File: src/rtl/pipo_arbiter_pkg.sv
// pipo_arbiter_pkg: FSM state encoding and round-robin winner selection shared by the arbiter.
package pipo_arbiter_pkg;
  typedef enum logic [1:0] {IDLE = 2'b00, LOAD = 2'b01, ACK = 2'b10} state_t;
  localparam int MAX_NREQ = 32;
  // Scans downward so the lowest offset from ptr with a set bit is the final assignment.
  function automatic int rr_pick(input logic [MAX_NREQ-1:0] req, input int ptr, input int n);
    int idx;
    rr_pick = ptr;
    for (int k = MAX_NREQ - 1; k >= 0; k--) begin
      idx = ptr + k >= n ? ptr + k - n : ptr + k;
      if (k < n && req[idx[4:0]]) rr_pick = idx;
    end
  endfunction
endpackage

File: src/rtl/pipo_load_reg.sv
// pipo_load_reg: shared holding register with async clear, sync zero and sync load.
module pipo_load_reg #(
  parameter int WIDTH = 4
) (
  input  logic             clk,
  input  logic             clear,
  input  logic             load,
  input  logic             zero,
  input  logic [WIDTH-1:0] d,
  output logic [WIDTH-1:0] q
);
  always_ff @(posedge clk or posedge clear)
    if (clear) q <= '0;
    else q <= zero ? '0 : load ? d : q;
endmodule

File: src/rtl/pipo_arbiter.sv
// pipo_arbiter: round-robin grant and load sequencing of one shared register among NREQ requesters.
module pipo_arbiter
  import pipo_arbiter_pkg::*;
#(
  parameter int WIDTH = 4,
  parameter int NREQ  = 4,
  parameter int IDW   = $clog2(NREQ)
) (
  input  logic              clk,
  input  logic              clear,
  input  logic [NREQ-1:0]   req,
  input  logic [NREQ*WIDTH-1:0] din,
  input  logic              clr_req,
  output logic [NREQ-1:0]   gnt,
  output logic              ack,
  output logic [WIDTH-1:0]  q,
  output logic [IDW-1:0]    owner,
  output logic              busy
);
  state_t state, next;
  logic [IDW-1:0] ptr, w, pick;
  logic load, zero, start;
  assign pick  = IDW'(rr_pick(MAX_NREQ'(req), int'(ptr), NREQ));
  assign busy  = state != IDLE;
  assign start = state == IDLE && !clr_req && |req;
  assign load  = state == LOAD;
  assign zero  = state == IDLE && clr_req;
  always_comb begin
    next = state;
    next = state == IDLE ? (start ? LOAD : IDLE) : state == LOAD ? ACK : IDLE;
  end
  always_ff @(posedge clk or posedge clear)
    if (clear) state <= IDLE;
    else state <= next;
  // w is latched at grant time so a withdrawn req cannot redirect the load.
  always_ff @(posedge clk or posedge clear)
    if (clear) begin
      ptr   <= '0;
      w     <= '0;
      gnt   <= '0;
      ack   <= 1'b0;
      owner <= '0;
    end else begin
      if (start) begin
        w   <= pick;
        gnt <= NREQ'(1) << pick;
      end
      if (state == LOAD) begin
        owner <= w;
        ack   <= 1'b1;
      end
      if (state == ACK) begin
        gnt <= '0;
        ack <= 1'b0;
        ptr <= w == IDW'(NREQ - 1) ? '0 : w + 1'b1;
      end
    end
  pipo_load_reg #(.WIDTH(WIDTH)) u_reg (
    .clk  (clk),
    .clear(clear),
    .load (load),
    .zero (zero),
    .d    (din[w*WIDTH +: WIDTH]),
    .q    (q)
  );
endmodule
File: config.mk
export PLATFORM = sky130hd
export DESIGN_NAME = pipo_arbiter
export DESIGN_NICKNAME = d
export VERILOG_FILES = /design/src/rtl/pipo_arbiter_pkg.sv /design/src/rtl/pipo_load_reg.sv /design/src/rtl/pipo_arbiter.sv
export SDC_FILE = /design/constraint.sdc
export NUM_CORES = 1
export LEC_CHECK = 0
export BUFFER_PORTS_ARGS = -buffer_cell sky130_fd_sc_hd__buf_2
export CAP_MARGIN = 15
export CORE_ASPECT_RATIO = 0.8
export CORE_MARGIN = 5
export CORE_UTILIZATION = 47
export DETAILED_ROUTE_END_ITERATION = 10
export HOLD_SLACK_MARGIN = 0.05
export PLACE_DENSITY = 0.8
export RECOVER_POWER = 25
export SLEW_MARGIN = 20
export SYNTH_ARGS = -nofsm -noshare
export SYNTH_HDL_FRONTEND = slang
export SYNTH_SLANG_ARGS = --single-unit
File: constraint.sdc
create_clock -name clk -period 3.6 [get_ports clk]
set_input_delay 0.18 -clock clk [delete_from_list [all_inputs] [get_ports clk]]
set_output_delay 0.18 -clock clk [all_outputs]
set_load 0.02 [all_outputs]
# After elaboration in Yosys (flattened, before gate mapping)
# Index checks and enable logic that the tools add are counted.
[classes]
shift = 2
eq_ne = 3
n_mux = 26
n_reduce_logical = 10
n_lt_le_gt_ge = 8
addsub = 8
[op_table]
columns = ["op", "n"]
rows = [
  ["$ge A32 B4 Y1 const B", 3],
  ["$lt A5 B6 Y1 const B", 4],
  ["$bmux W1 S5", 4],
  ["$mux W5", 4],
  ["$mux W4", 4],
  ["$shiftx A16 B5 Y4", 1],
  ["$mux W2", 7],
  ["$sub A3 B3 Y4 const B", 3],
  ["$reduce_bool A2 Y1", 4],
  ["$mux W1", 7],
  ["$add A2 B2 Y3 const B", 2],
  ["$eq A2 B2 Y1 const B", 2],
  ["$reduce_or A4 Y1", 1],
  ["$shl A1 B2 Y4 const A", 1],
  ["$sub A2 B3 Y4 const B", 1],
  ["$add A2 B1 Y3 const B", 1],
  ["$ge A2 B3 Y1 const B", 1],
  ["$logic_and A1 B1 Y1", 3],
  ["$add A2 B1 Y2 const B", 1],
  ["$eq A2 B1 Y1 const B", 1],
  ["$logic_not A2 Y1", 1],
  ["$logic_not A1 Y1", 1],
]
[totals]
out_inout_bits = 12
elab_cells = 64
regBits = 17
input_bits = 23

# Longest topological paths before layout
# Gate-level depths: netlist (run 1).
[depth]
ltp_word = 12
depth_mapped = 8
depth_no_buf = 7

# Modules after synthesis
# Synthesis (run 1) repeated with hierarchy kept, for this count alone.
[unflattened]
cells_unflattened = 118
area_unflattened_um2 = 1183.6
[modules_own_cells]
columns = ["module", "n_inst", "area_each_um2", "seq_area_each_um2", "cells_per_inst"]
rows = [
  ["pipo_arbiter", 1, 1019.7, 325.3, 104],
  ["pipo_load_reg", 1, 163.9, 100.1, 14],
]

# Worst setup path after synthesis (run 1)
# OpenSTA, ideal clock, no wires.
[synth_path]
kind = "reg2reg"
start = "register ptr[0]"
end = "register gnt[3]"
stages_incl_launch_ff = 8
path_slack_ps = 1541
required_time_ps = 3505
path_buffers = 1
arrival_ps = 1963
period_less_slack_ps = 2059
setup_ps = 95
cell_sequence = "dfrtp_1 -> buf_6 -> inv_1 -> ha_1 -> or3_4 -> a32oi_2 -> xnor2_1 -> o32ai_2"
[synth_between]
elab_chain_cells = 12
elab_cells_between_ends = 30
cone_classes = "add/sub (7); order compare (4); shift (1); mux (18)"
[synth_lines]
columns = ["element", "line", "text"]
rows = [
  ["start, declared", "pipo_arbiter.sv:21", "logic [IDW-1:0] ptr, w, pick;"],
  ["start signal, assigned", "pipo_arbiter.sv:55", "ptr <= w == IDW'(NREQ - 1) ? '0 : w + 1'b1;"],
  ["$add A2 B2 Y3", "pipo_arbiter_pkg.sv:10", "idx = ptr + k >= n ? ptr + k - n : ptr + k;"],
  ["$ge A32 B4 Y1 / $sub A3 B3 Y4 (equally long branches)", "pipo_arbiter_pkg.sv:10", ""],
  ["$mux W5", "pipo_arbiter_pkg.sv:10", ""],
  ["$bmux W1 S5", "pipo_arbiter_pkg.sv:11", "if (k < n && req[idx[4:0]]) rr_pick = idx;"],
  ["$mux W1 (implied by the code)", "pipo_arbiter_pkg.sv:11", ""],
  ["$mux W2 (3 in series)", "pipo_arbiter_pkg.sv:11", ""],
  ["$mux W2 *", "pipo_arbiter_pkg.sv:11", ""],
  ["$shl A1 B2 Y4 *", "pipo_arbiter.sv:46", "gnt <= NREQ'(1) << pick;"],
  ["$mux W4 *", "pipo_arbiter.sv:44", "if (start) begin"],
  ["$mux W4 *", "pipo_arbiter.sv:52", "if (state == ACK) begin"],
  ["end signal, assigned", "pipo_arbiter.sv:46", ""],
  ["end, declared", "pipo_arbiter.sv:14", "output logic [NREQ-1:0] gnt,"],
]
# Every way passes the cells marked *; elsewhere a longest branch is shown, timed or not. The select of a mux whose other input is x is not followed.
# A chain may end at the register's enable or synchronous reset.

# Worst setup path in the final report (run 1)
# Ends and elaborated chain as after synthesis.

==> impl_metrics.xml, run 1 <==
<?xml version="1.0" encoding="UTF-8"?>
<metrics>
  <group name="cells_and_area">
    <metric name="drive_above_1_share" unit="%">39.26</metric>
    <metric name="area.sequential" unit="sq um">425.4</metric>
    <metric name="fin_area" unit="sq um">1363</metric>
    <metric name="nets" unit="">168</metric>
    <metric name="antenna_cells_inserted" unit="">0</metric>
    <metric name="final_cell_count_no_fill" unit="">162</metric>
    <metric name="nFillCells" unit="">196</metric>
    <metric name="areaGrowthSynthToFinish" unit="%">19.15</metric>
    <metric name="multiInputGateArea" unit="sq um">669.4</metric>
  </group>
  <group name="setup_path">
    <metric name="crit_path_top_delay_cell" unit="">dfrtp_1</metric>
    <metric name="cp_data_required_time" unit="ps">3770</metric>
    <metric name="timing.critical_path.to" unit="">gnt[3]</metric>
    <metric name="ff2ff_setup_slack" unit="ps">1110</metric>
    <metric name="ff2ff_path_depth" unit="">7</metric>
    <metric name="crit_chain" unit="">inv_1 -&gt; ha_1 -&gt; mux4_2 -&gt; o2111ai_1 -&gt; a32oi_2 -&gt; xnor2_1 -&gt; o32ai_2</metric>
    <metric name="crit_path_max_incr_delay" unit="ps">650</metric>
    <metric name="critical_path.reg2reg.endpoint" unit="">gnt[3]</metric>
    <metric name="critical_path_peak_fanout" unit="">11</metric>
    <metric name="worstSetupStartpointType" unit="">flop</metric>
    <metric name="crit_path_end_kind" unit="">flop</metric>
    <metric name="setup.worst_path.start" unit="">ptr[0]</metric>
    <metric name="timing.setup.critical_path_class" unit="">reg -&gt; reg</metric>
    <metric name="reg2reg_from" unit="">ptr[0]</metric>
    <metric name="timing.critical_path.arrival" unit="ps">2660</metric>
  </group>
  <group name="placement">
    <metric name="io_buffer_count" unit="">34</metric>
    <metric name="place.detailed.instances" unit="">157</metric>
    <metric name="hpwl" unit="microns">2046</metric>
    <metric name="gp_congestion" unit="">0.9097</metric>
    <metric name="post_dp_cell_area" unit="sq um">1325</metric>
  </group>
  <group name="timing">
    <metric name="timing.setup.tns" unit="ps">0</metric>
    <metric name="slew_violations" unit="">0</metric>
    <metric name="upper_clock_frequency_limit" unit="MHz">401.4</metric>
    <metric name="timing.final.setup_violations" unit="">0</metric>
    <metric name="worst_clock_skew" unit="ps">6.930</metric>
    <metric name="maxSlewHeadroom" unit="%">57.32</metric>
    <metric name="grt_setup_unrepaired" unit="">false</metric>
    <metric name="report.final.hold_viol_count" unit="">0</metric>
    <metric name="post-route-min-period" unit="ps">2492</metric>
    <metric name="post-route-period-util" unit="%">69.21</metric>
    <metric name="worst_slew_pin_tran" unit="ps">639.5</metric>
  </group>
  <group name="cts">
    <metric name="numClockSinks" unit="">17</metric>
    <metric name="cts_resized" unit="">0</metric>
    <metric name="tritoncts_clock_tree" unit="">built</metric>
    <metric name="cts.reportedPaths.clkPinSlew" unit="ps">100</metric>
    <metric name="cts_buffer_depth" unit="">2</metric>
    <metric name="cts_root_buffer_type" unit="">clkbuf_4</metric>
    <metric name="clock_insertion_delay_worst_skew" unit="ps">300</metric>
    <metric name="numCtsBuffers" unit="">3</metric>
    <metric name="htree_num_levels" unit="">1</metric>
  </group>
  <group name="synth">
    <metric name="netlist_top_cells_count" unit="">dfrtp_1 (17), ha_1 (9), a21oi_1 (8), mux2i_1 (8), inv_1 (7)</metric>
    <metric name="synth_nets" unit="">132</metric>
    <metric name="synth_seq_cells" unit="">17</metric>
    <metric name="mean_instance_size_in_the_synthesized_netlist" unit="sq um">11.44</metric>
    <metric name="yosys_warnings" unit="">0</metric>
    <metric name="cell_area_after_synthesis" unit="sq um">1144</metric>
    <metric name="syn_inst" unit="">100</metric>
    <metric name="netlist.top_cell.by_area" unit="">dfrtp_1</metric>
    <metric name="ys_async_sr_fraction" unit="%">100.0</metric>
    <metric name="number_of_enable_flip_flop_cells_after_synthesis" unit="">0</metric>
    <metric name="synth.lib_cells_used.distinct" unit="">30</metric>
    <metric name="synth_seq_area_share" unit="%">37.20</metric>
    <metric name="netlist_top_cells_area" unit="">dfrtp_1 (37%), ha_1 (9.8%), mux4_2 (9.8%), mux2i_1 (7.0%), mux2_2 (3.9%)</metric>
    <metric name="post-synth-top-count-cell" unit="">dfrtp_1</metric>
    <metric name="ys_dominant_reg_cell" unit="">dfrtp_1</metric>
    <metric name="yosys.area.top_type_share" unit="%">37.20</metric>
  </group>
  <group name="die">
    <metric name="die_h" unit="microns">54.12</metric>
    <metric name="core_area" unit="sq um">2382</metric>
    <metric name="placement_rows" unit="">16</metric>
    <metric name="die_area" unit="sq um">3526</metric>
    <metric name="initial_util" unit="%">48.00</metric>
    <metric name="floorplan_die_width" unit="microns">65.15</metric>
    <metric name="num_io_pins" unit="">35</metric>
  </group>
  <group name="grt">
    <metric name="largest_net_degree_at_the_start_of_global_routing" unit="">18</metric>
    <metric name="grt_first_pass_wirelength" unit="microns">3933</metric>
    <metric name="grt_antenna_before_repair" unit="">0</metric>
    <metric name="first_global_vias" unit="">826</metric>
    <metric name="grt_use_total" unit="%">15.26</metric>
    <metric name="globalRoute.totalOverflow" unit="">0</metric>
  </group>
  <group name="detailed_routing">
    <metric name="drt_first_pass_iters" unit="">4</metric>
    <metric name="vias" unit="">891</metric>
    <metric name="post_detailed_route_drc_marker_count" unit="">0</metric>
    <metric name="route.antenna.remaining_nets" unit="">0</metric>
    <metric name="wl" unit="microns">2548</metric>
    <metric name="drt_initial_violations" unit="">15</metric>
    <metric name="viasPerCell" unit="">5.500</metric>
    <metric name="drt-wirelength-per-cell" unit="microns">15.73</metric>
  </group>
  <group name="power_and_ir_drop">
    <metric name="power.ir.vdd_worst" unit="mV">0.4006</metric>
    <metric name="power.static_leakage" unit="nW">0.6421</metric>
    <metric name="power.density_cell_area" unit="nW/um^2">787.6</metric>
  </group>
  <group name="run">
    <metric name="max-cap-violations" unit="">0</metric>
  </group>
  <group name="status">
    <metric name="status" unit="">finished clean</metric>
  </group>
  <group name="worst_hold_path">
    <metric name="timing.hold.worst.class" unit="">in -&gt; reg</metric>
  </group>
</metrics>
-- sequential cells by signal, summed over array words and instances (netlist names) --
name / flops
gnt: 4
u_reg.q: 4
owner: 2
ptr: 2
state: 2
w: 2
ack: 1
-- cell usage in the layout, fill, tap and decap left out --
master / Yosys / routed
mux2i_1: 8 / 8
nand2_1: 6 / 6
nor2_1: 6 / 6
nor3_2: 1 / 1
o32ai_2: 1 / 1
or2_2: 1 / 1
nand2b_1: 3 / 3
nor2b_1: 1 / 1
clkinv_2: 0 / 1
inv_1: 7 / 7
xnor2_1: 2 / 2
a32oi_2: 1 / 1
mux4_2: 5 / 5
o2111ai_1: 1 / 1
nand3b_1: 1 / 1
a31o_1: 2 / 2
dlygate4sd3_1: 0 / 1
o21ai_0: 2 / 2
nor4_1: 2 / 2
buf_2: 0 / 34
clkbuf_4: 0 / 3
o32ai_1: 1 / 1
nor3b_1: 2 / 2
o32a_1: 1 / 1
nor3_1: 1 / 1
a21oi_1: 8 / 8
o32ai_4: 1 / 1
or3_4: 1 / 1
dfrtp_1: 17 / 17
ha_1: 9 / 9
and3b_1: 1 / 1
mux2_2: 4 / 4
-- layout make-up --
type / count / share of cell area, %
clock inverter: 1 / 0.3673
timing repair buffer: 35 / 13.22
sequential: 17 / 31.22
tap: 27 / 2.479
clock buffer: 3 / 1.653
multi-input combinational: 72 / 49.13
inverter: 7 / 1.928
-- metal layers --
| layer | part of all wire [%] | GRT usage, % | up-vias | wire length [microns] |
|---|---|---|---|---|
| li1 | - | - | 437 | - |
| met1 | 43 | 18.76 | 429 | 1092 |
| met2 | 52 | 25.30 | 18 | 1315 |
| met3 | 3.3 | 3.967 | 7 | 83 |
| met4 | 2.2 | 7.586 | 0 | 57 |
| met5 | 0 | 0 | - | 0 |
-- worst min path at each step --
stage,from,endpoint,slack (ps),cells after the start
floorplan,clear,ack,110,1
global placement,clear,owner[1],280,2
detailed placement,clear,w[1],300,2
CTS,clr_req,u_reg.q[2],130,2
global route,clr_req,u_reg.q[2],130,2
finish,clr_req,u_reg.q[2],140,2
-- worst max-delay path: cells and delay by family (launching register included) --
kind | cells | cell delay, ps
flip-flops | 1 | 650
adder cells (fa/ha/maj) | 1 | 440
AO/OA/AOI/OAI | 3 | 430
multiplexers | 1 | 320
XOR/XNOR | 1 | 310
buffers and inverters | 1 | 200
-- stage by stage --
step / worst slack [ps] / hold slack [ps] / total power, mW / utilization, %
4_1_cts: 1160 / 130.9 / 1.075 / 57.20
3_5_place_dp: 1163 / 295.1 / 0.9705 / 55.62
2_1_floorplan: 1541 / 106.1 / 0.8265 / -
5_1_grt: 958.5 / 134.8 / 1.150 / 57.20
6_report: 1108 / 137.8 / 1.073 / 57.20
3_3_place_gp: 1273 / 280.0 / 0.9407 / 55.62
-- where the power goes --
part | switching (mW) | internal [mW] | total, mW | leakage [nW]
Combinational | 0.329 | 0.291 | 0.619 | 0.410
Clock | 0.0612 | 0.0415 | 0.103 | 0.0177
Sequential | 0.0900 | 0.261 | 0.351 | 0.214
-- kinds of logic (layout without fill, tap and decap cells) --
logic type / count (synthesis) / in the layout / synth area share (%)
flops: 17 / 17 / 37.20
mux: 17 / 17 / 20.79
simple gates: 26 / 26 / 12.80
buf+inv: 11 / 46 / 4.267
fa+ha+maj: 9 / 9 / 9.847
xor+xnor: 2 / 2 / 1.532
compound gates: 18 / 18 / 13.57
-- what timing repair did --
| item | 4_1_cts | 5_1_grt |
|---|---|---|
| endpoints found under the hold margin | 17 | 0 |
| hold buffers | 1 | 0 |
| buffers inserted | 0 | 0 |
Power figures use the tool's default switching activity.
==> run 2: changes to the inputs <==
==> constraint.sdc (replaced) <==
create_clock -name clk -period 2.6 [get_ports clk]
set_input_delay 0.13 -clock clk [delete_from_list [all_inputs] [get_ports clk]]
set_output_delay 0.13 -clock clk [all_outputs]
set_load 0.02 [all_outputs]
==> impl_metrics.xml, run 2 (synthesis results as in run 1) <==
<?xml version="1.0" encoding="UTF-8"?>
<metrics>
  <group name="die">
    <metric name="num_io_pins" unit="">35</metric>
    <metric name="initial_util" unit="%">48.00</metric>
    <metric name="die_area" unit="sq um">3526</metric>
    <metric name="core_area" unit="sq um">2382</metric>
    <metric name="die_h" unit="microns">54.12</metric>
    <metric name="floorplan_die_width" unit="microns">65.15</metric>
    <metric name="placement_rows" unit="">16</metric>
  </group>
  <group name="setup_path">
    <metric name="reg2reg_from" unit="">ptr[1]</metric>
    <metric name="critical_path.reg2reg.endpoint" unit="">gnt[3]</metric>
    <metric name="timing.setup.critical_path_class" unit="">reg -&gt; reg</metric>
    <metric name="timing.critical_path.arrival" unit="ps">2330</metric>
    <metric name="ff2ff_path_depth" unit="">7</metric>
    <metric name="ff2ff_setup_slack" unit="ps">430</metric>
    <metric name="timing.critical_path.to" unit="">gnt[3]</metric>
    <metric name="cp_data_required_time" unit="ps">2760</metric>
    <metric name="worstSetupStartpointType" unit="">flop</metric>
    <metric name="critical_path_peak_fanout" unit="">7</metric>
    <metric name="crit_path_end_kind" unit="">flop</metric>
    <metric name="setup.worst_path.start" unit="">ptr[1]</metric>
  </group>
  <group name="timing">
    <metric name="timing.setup.tns" unit="ps">0</metric>
    <metric name="report.final.hold_viol_count" unit="">0</metric>
    <metric name="upper_clock_frequency_limit" unit="MHz">460.1</metric>
    <metric name="post-route-min-period" unit="ps">2173</metric>
    <metric name="post_route_worst_setup_slack" unit="ps">426.8</metric>
    <metric name="post-route-period-util" unit="%">83.59</metric>
    <metric name="maxSlewHeadroom" unit="%">58.94</metric>
    <metric name="slew_violations" unit="">0</metric>
    <metric name="timing.final.setup_violations" unit="">0</metric>
    <metric name="worst_clock_skew" unit="ps">3.666</metric>
    <metric name="worst_slew_pin_tran" unit="ps">615.2</metric>
    <metric name="grt_setup_unrepaired" unit="">false</metric>
  </group>
  <group name="placement">
    <metric name="gp_congestion" unit="">0.9732</metric>
    <metric name="hpwl" unit="microns">1888</metric>
    <metric name="io_buffer_count" unit="">34</metric>
    <metric name="place.detailed.instances" unit="">158</metric>
    <metric name="dpl_worst_slack" unit="ps">447.0</metric>
  </group>
  <group name="cells_and_area">
    <metric name="mostFrequentLayoutCells" unit="">buf_2 (34), dfrtp_1 (17), ha_1 (9)</metric>
    <metric name="antenna_cells_inserted" unit="">0</metric>
    <metric name="final_cell_count_no_fill" unit="">163</metric>
    <metric name="final_common_cell" unit="">buf_2</metric>
    <metric name="reg.largest.list" unit="">gnt (4), u_reg.q (4)</metric>
    <metric name="nets" unit="">169</metric>
    <metric name="areaGrowthSynthToFinish" unit="%">19.80</metric>
    <metric name="drive_above_1_share" unit="%">39.71</metric>
  </group>
  <group name="cts">
    <metric name="htree_num_levels" unit="">1</metric>
    <metric name="cts_root_buffer_type" unit="">clkbuf_4</metric>
    <metric name="tritoncts_clock_tree" unit="">built</metric>
    <metric name="numClockSinks" unit="">17</metric>
    <metric name="postCtsSetupRepairBufs" unit="">0</metric>
    <metric name="clock_insertion_delay_worst_skew" unit="ps">290</metric>
    <metric name="cts.reportedPaths.clkPinSlew" unit="ps">100</metric>
    <metric name="cts_buffer_depth" unit="">2</metric>
    <metric name="numCtsBuffers" unit="">3</metric>
  </group>
  <group name="detailed_routing">
    <metric name="viasPerCell" unit="">5.571</metric>
    <metric name="drt-wirelength-per-cell" unit="microns">14.63</metric>
    <metric name="vias" unit="">908</metric>
    <metric name="post_detailed_route_drc_marker_count" unit="">0</metric>
    <metric name="route.antenna.remaining_nets" unit="">0</metric>
    <metric name="drt_first_pass_iters" unit="">4</metric>
    <metric name="drt_initial_violations" unit="">23</metric>
    <metric name="wl" unit="microns">2385</metric>
  </group>
  <group name="status">
    <metric name="status" unit="">finished clean</metric>
  </group>
  <group name="grt">
    <metric name="largest_net_degree_at_the_start_of_global_routing" unit="">18</metric>
    <metric name="first_global_vias" unit="">830</metric>
    <metric name="grt_first_pass_wirelength" unit="microns">3767</metric>
    <metric name="grt_antenna_before_repair" unit="">0</metric>
    <metric name="grt_use_total" unit="%">14.17</metric>
    <metric name="globalRoute.totalOverflow" unit="">0</metric>
  </group>
  <group name="worst_hold_path">
    <metric name="timing.hold.worst.class" unit="">in -&gt; reg</metric>
    <metric name="hold_path_depth" unit="">2</metric>
  </group>
  <group name="power_and_ir_drop">
    <metric name="power.static_leakage" unit="nW">0.6472</metric>
    <metric name="power" unit="mW">1.484</metric>
    <metric name="power.density_cell_area" unit="nW/um^2">1083</metric>
    <metric name="power.ir.vdd_worst" unit="mV">0.5717</metric>
  </group>
  <group name="run">
    <metric name="max-cap-violations" unit="">0</metric>
  </group>
</metrics>
[run 2: changes by cell type in the layout (fill, tap and decap cells not counted), sizes merged]
cell / before / now
buf: 34 / 35
[run 2: metal layers]
metal  wire, microns  share of wire (%)  global-route usage (%)  vias up
met5               0                  0                       0        -
met4              42                1.8                   5.862        0
met2            1199                 50                   21.22       19
li1                -                  -                       -      441
met1            1043                 44                   19.28      444
met3              99                4.2                   4.175        4
[run 2: final cells by class]
class | instances | area, sq um
Fill cell | 194 | 1012
Multi-Input combinational cell | 72 | 669.4
Timing Repair Buffer | 36 | 187.7
Inverter | 7 | 26.28
Clock buffer | 3 | 22.52
Tap cell | 27 | 33.78
Sequential cell | 17 | 425.4
Clock inverter | 1 | 5.005
[run 2: worst min path at each step]
stage	from	endpoint	slack, ps
after global routing	clr_req	u_reg.q[2]	90
final	clr_req	u_reg.q[2]	90
after floorplan	clear	ack	60
after detailed placement	clear	owner[1]	240
after global placement	clear	owner[1]	240
after CTS	clr_req	u_reg.q[0]	80
[run 2: worst max-delay path, stage by stage (launching register included)]
cell and delay (ps):
dfrtp_1 450, inv_1 130, ha_1 390, mux4_2 310, o2111ai_1 130, a32oi_2 170
xnor2_1 310, o32ai_2 140
[run 2: what timing repair did]
item / in CTS / in global routing
gates resized for setup: 0 / 0
hold buffers: 1 / 0
endpoints found under the hold margin: 17 / 0
[run 2: where the power goes]
group,switching [mW],internal (mW),leakage (nW)
Clock,0.0835,0.0573,0.0177
Sequential,0.0912,0.362,0.214
Combinational,0.479,0.410,0.415
[run 2: stage by stage]
stage / utilization (%) / hold WS (ps) / area [sq um]
after floorplan: - / 56.07 / 1144
after global placement: 55.93 / 235.6 / 1333
after detailed placement: 55.93 / 243.8 / 1333
after CTS: 57.51 / 82.61 / 1370
after global routing: 57.51 / 91.19 / 1370
final: 57.51 / 93.04 / 1370
==> run 3: changes to the inputs <==
==> constraint.sdc (replaced) <==
create_clock -name clk -period 2.22 [get_ports clk]
set_input_delay 0.111 -clock clk [delete_from_list [all_inputs] [get_ports clk]]
set_output_delay 0.111 -clock clk [all_outputs]
set_load 0.02 [all_outputs]
==> impl_metrics.xml, run 3 (synthesis results as in run 1) <==
<?xml version="1.0" encoding="UTF-8"?>
<metrics>
  <group name="grt">
    <metric name="first_global_vias" unit="">808</metric>
    <metric name="largest_net_degree_at_the_start_of_global_routing" unit="">18</metric>
    <metric name="globalRoute.totalOverflow" unit="">0</metric>
    <metric name="grt_antenna_before_repair" unit="">0</metric>
    <metric name="grt_first_pass_wirelength" unit="microns">3539</metric>
    <metric name="grt_use_total" unit="%">13.31</metric>
  </group>
  <group name="power_and_ir_drop">
    <metric name="power.ir.vdd_worst" unit="mV">0.6156</metric>
    <metric name="power.density_cell_area" unit="nW/um^2">1255</metric>
    <metric name="power.static_leakage" unit="nW">0.6672</metric>
  </group>
  <group name="setup_path">
    <metric name="critical-path-top-delay-family" unit="">compound AO/OA/AOI/OAI gates</metric>
    <metric name="critical_path_peak_fanout" unit="">6</metric>
    <metric name="cp_data_required_time" unit="ps">2380</metric>
    <metric name="worstSetupStartpointType" unit="">flop</metric>
    <metric name="timing.critical_path.arrival" unit="ps">2250</metric>
    <metric name="critPathBufInv" unit="">1</metric>
    <metric name="crit_path_max_incr_delay" unit="ps">390</metric>
    <metric name="crit_path_end_kind" unit="">flop</metric>
    <metric name="timing.setup.critical_path_class" unit="">reg -&gt; reg</metric>
    <metric name="crit_chain" unit="">inv_1 -&gt; ha_1 -&gt; mux4_2 -&gt; o2111ai_1 -&gt; a32oi_2 -&gt; xnor2_1 -&gt; o32ai_2</metric>
    <metric name="crit_path_top_delay_cell" unit="">ha_1</metric>
  </group>
  <group name="timing">
    <metric name="worst_clock_skew" unit="ps">5.367</metric>
    <metric name="upper_clock_frequency_limit" unit="MHz">479.6</metric>
    <metric name="grt_setup_unrepaired" unit="">false</metric>
    <metric name="timing.final.setup_violations" unit="">0</metric>
    <metric name="report.final.hold_viol_count" unit="">0</metric>
    <metric name="post_route_worst_setup_slack" unit="ps">134.8</metric>
    <metric name="slew_violations" unit="">0</metric>
    <metric name="post-route-period-util" unit="%">93.93</metric>
    <metric name="post-route-min-period" unit="ps">2085</metric>
    <metric name="worst_slew_pin_tran" unit="ps">633.1</metric>
    <metric name="timing.setup.tns" unit="ps">0</metric>
    <metric name="maxSlewHeadroom" unit="%">57.75</metric>
  </group>
  <group name="status">
    <metric name="status" unit="">finished clean</metric>
  </group>
  <group name="cells_and_area">
    <metric name="final_common_cell" unit="">buf_2</metric>
    <metric name="nets" unit="">173</metric>
    <metric name="reg.largest.list" unit="">gnt (4), u_reg.q (4)</metric>
    <metric name="antenna_cells_inserted" unit="">0</metric>
    <metric name="areaGrowthSynthToFinish" unit="%">22.43</metric>
    <metric name="nFillCells" unit="">203</metric>
    <metric name="mostFrequentLayoutCells" unit="">buf_2 (34), dfrtp_1 (17), ha_1 (9)</metric>
    <metric name="drive_above_1_share" unit="%">41.43</metric>
    <metric name="multiInputGateArea" unit="sq um">669.4</metric>
    <metric name="area.sequential" unit="sq um">425.4</metric>
  </group>
  <group name="placement">
    <metric name="gp_congestion" unit="">0.9114</metric>
    <metric name="hpwl" unit="microns">1953</metric>
    <metric name="io_buffer_count" unit="">34</metric>
    <metric name="dpl_worst_slack" unit="ps">177.7</metric>
  </group>
  <group name="cts">
    <metric name="postCtsHoldBufs" unit="">1</metric>
    <metric name="htree_num_levels" unit="">1</metric>
    <metric name="cts_buffer_depth" unit="">2</metric>
    <metric name="postCtsSetupRepairBufs" unit="">0</metric>
    <metric name="cts.reportedPaths.clkPinSlew" unit="ps">100</metric>
    <metric name="numCtsBuffers" unit="">3</metric>
    <metric name="clock_insertion_delay_worst_skew" unit="ps">290</metric>
    <metric name="numClockSinks" unit="">17</metric>
    <metric name="cts_resized" unit="">0</metric>
    <metric name="cts_root_buffer_type" unit="">clkbuf_4</metric>
    <metric name="tritoncts_clock_tree" unit="">built</metric>
  </group>
  <group name="worst_hold_path">
    <metric name="timing.hold.worst.class" unit="">in -&gt; reg</metric>
  </group>
  <group name="detailed_routing">
    <metric name="drt-wirelength-per-cell" unit="microns">14.28</metric>
    <metric name="drt_initial_violations" unit="">23</metric>
    <metric name="met3RoutedLength" unit="microns">97</metric>
    <metric name="met2WireLength" unit="microns">1234</metric>
    <metric name="m1WireLength" unit="microns">1035</metric>
    <metric name="post_detailed_route_drc_marker_count" unit="">0</metric>
    <metric name="route.antenna.remaining_nets" unit="">0</metric>
    <metric name="viasPerCell" unit="">5.443</metric>
    <metric name="drt_first_pass_iters" unit="">4</metric>
    <metric name="vias" unit="">909</metric>
    <metric name="wl" unit="microns">2385</metric>
    <metric name="dr.max_layer_used" unit="">met4</metric>
  </group>
  <group name="die">
    <metric name="floorplan_die_width" unit="microns">65.15</metric>
    <metric name="die_h" unit="microns">54.12</metric>
    <metric name="num_io_pins" unit="">35</metric>
    <metric name="core_area" unit="sq um">2382</metric>
    <metric name="initial_util" unit="%">48.00</metric>
    <metric name="die_area" unit="sq um">3526</metric>
    <metric name="placement_rows" unit="">16</metric>
  </group>
  <group name="run">
    <metric name="max-cap-violations" unit="">0</metric>
  </group>
</metrics>
## run 3: area by class of cell
class	count	share of cell area, %
multi-input cells	72	47.81
flip-flops and latches	17	30.38
repair buffers	40	15.55
well taps	27	2.413
inverters	7	1.877
clock buffers	3	1.609
clock inverters	1	0.3575
## run 3: final timing paths
| kind | startpoint | end | slack, ps | depth (start not counted) |
|---|---|---|---|---|
| min in group asynchronous | clear | state[1] | 430 | 3 |
| worst max-delay path | ptr[1] | gnt[3] | 130 | 7 |
| worst min-delay path | clr_req | u_reg.q[1] | 80 | 2 |
| worst min register to register | owner[0] | owner[0] | 510 | 1 |
| worst max register to register | ptr[1] | gnt[3] | 130 | 7 |
| max in group asynchronous | clear | gnt[1] | 1380 | 3 |
## run 3: layer usage
metal	track usage (%)	up-vias
met5	0	-
met4	4.138	0
met3	3.758	2
met2	21.56	24
met1	17.49	441
li1	-	442
## run 3: power breakdown
part	switching [mW]	internal [mW]	leakage, nW
clock	0.0968	0.0669	0.0177
combinational	0.566	0.503	0.435
sequential	0.100	0.424	0.214
## run 3: metrics by stage
| step | util (%) | area, sq um | std cells | hold slack [ps] | total power, mW |
|---|---|---|---|---|---|
| 2_1_floorplan | - | 1144 | 100 | 37.07 | 1.340 |
| 3_3_place_gp | 57.20 | 1363 | 162 | 213.9 | 1.568 |
| 3_5_place_dp | 57.20 | 1363 | 162 | 222.1 | 1.600 |
| 4_1_cts | 58.77 | 1400 | 167 | 72.22 | 1.765 |
| 5_1_grt | 58.77 | 1400 | 167 | 56.16 | 1.894 |
| 6_report | 58.77 | 1400 | 167 | 81.40 | 1.757 |
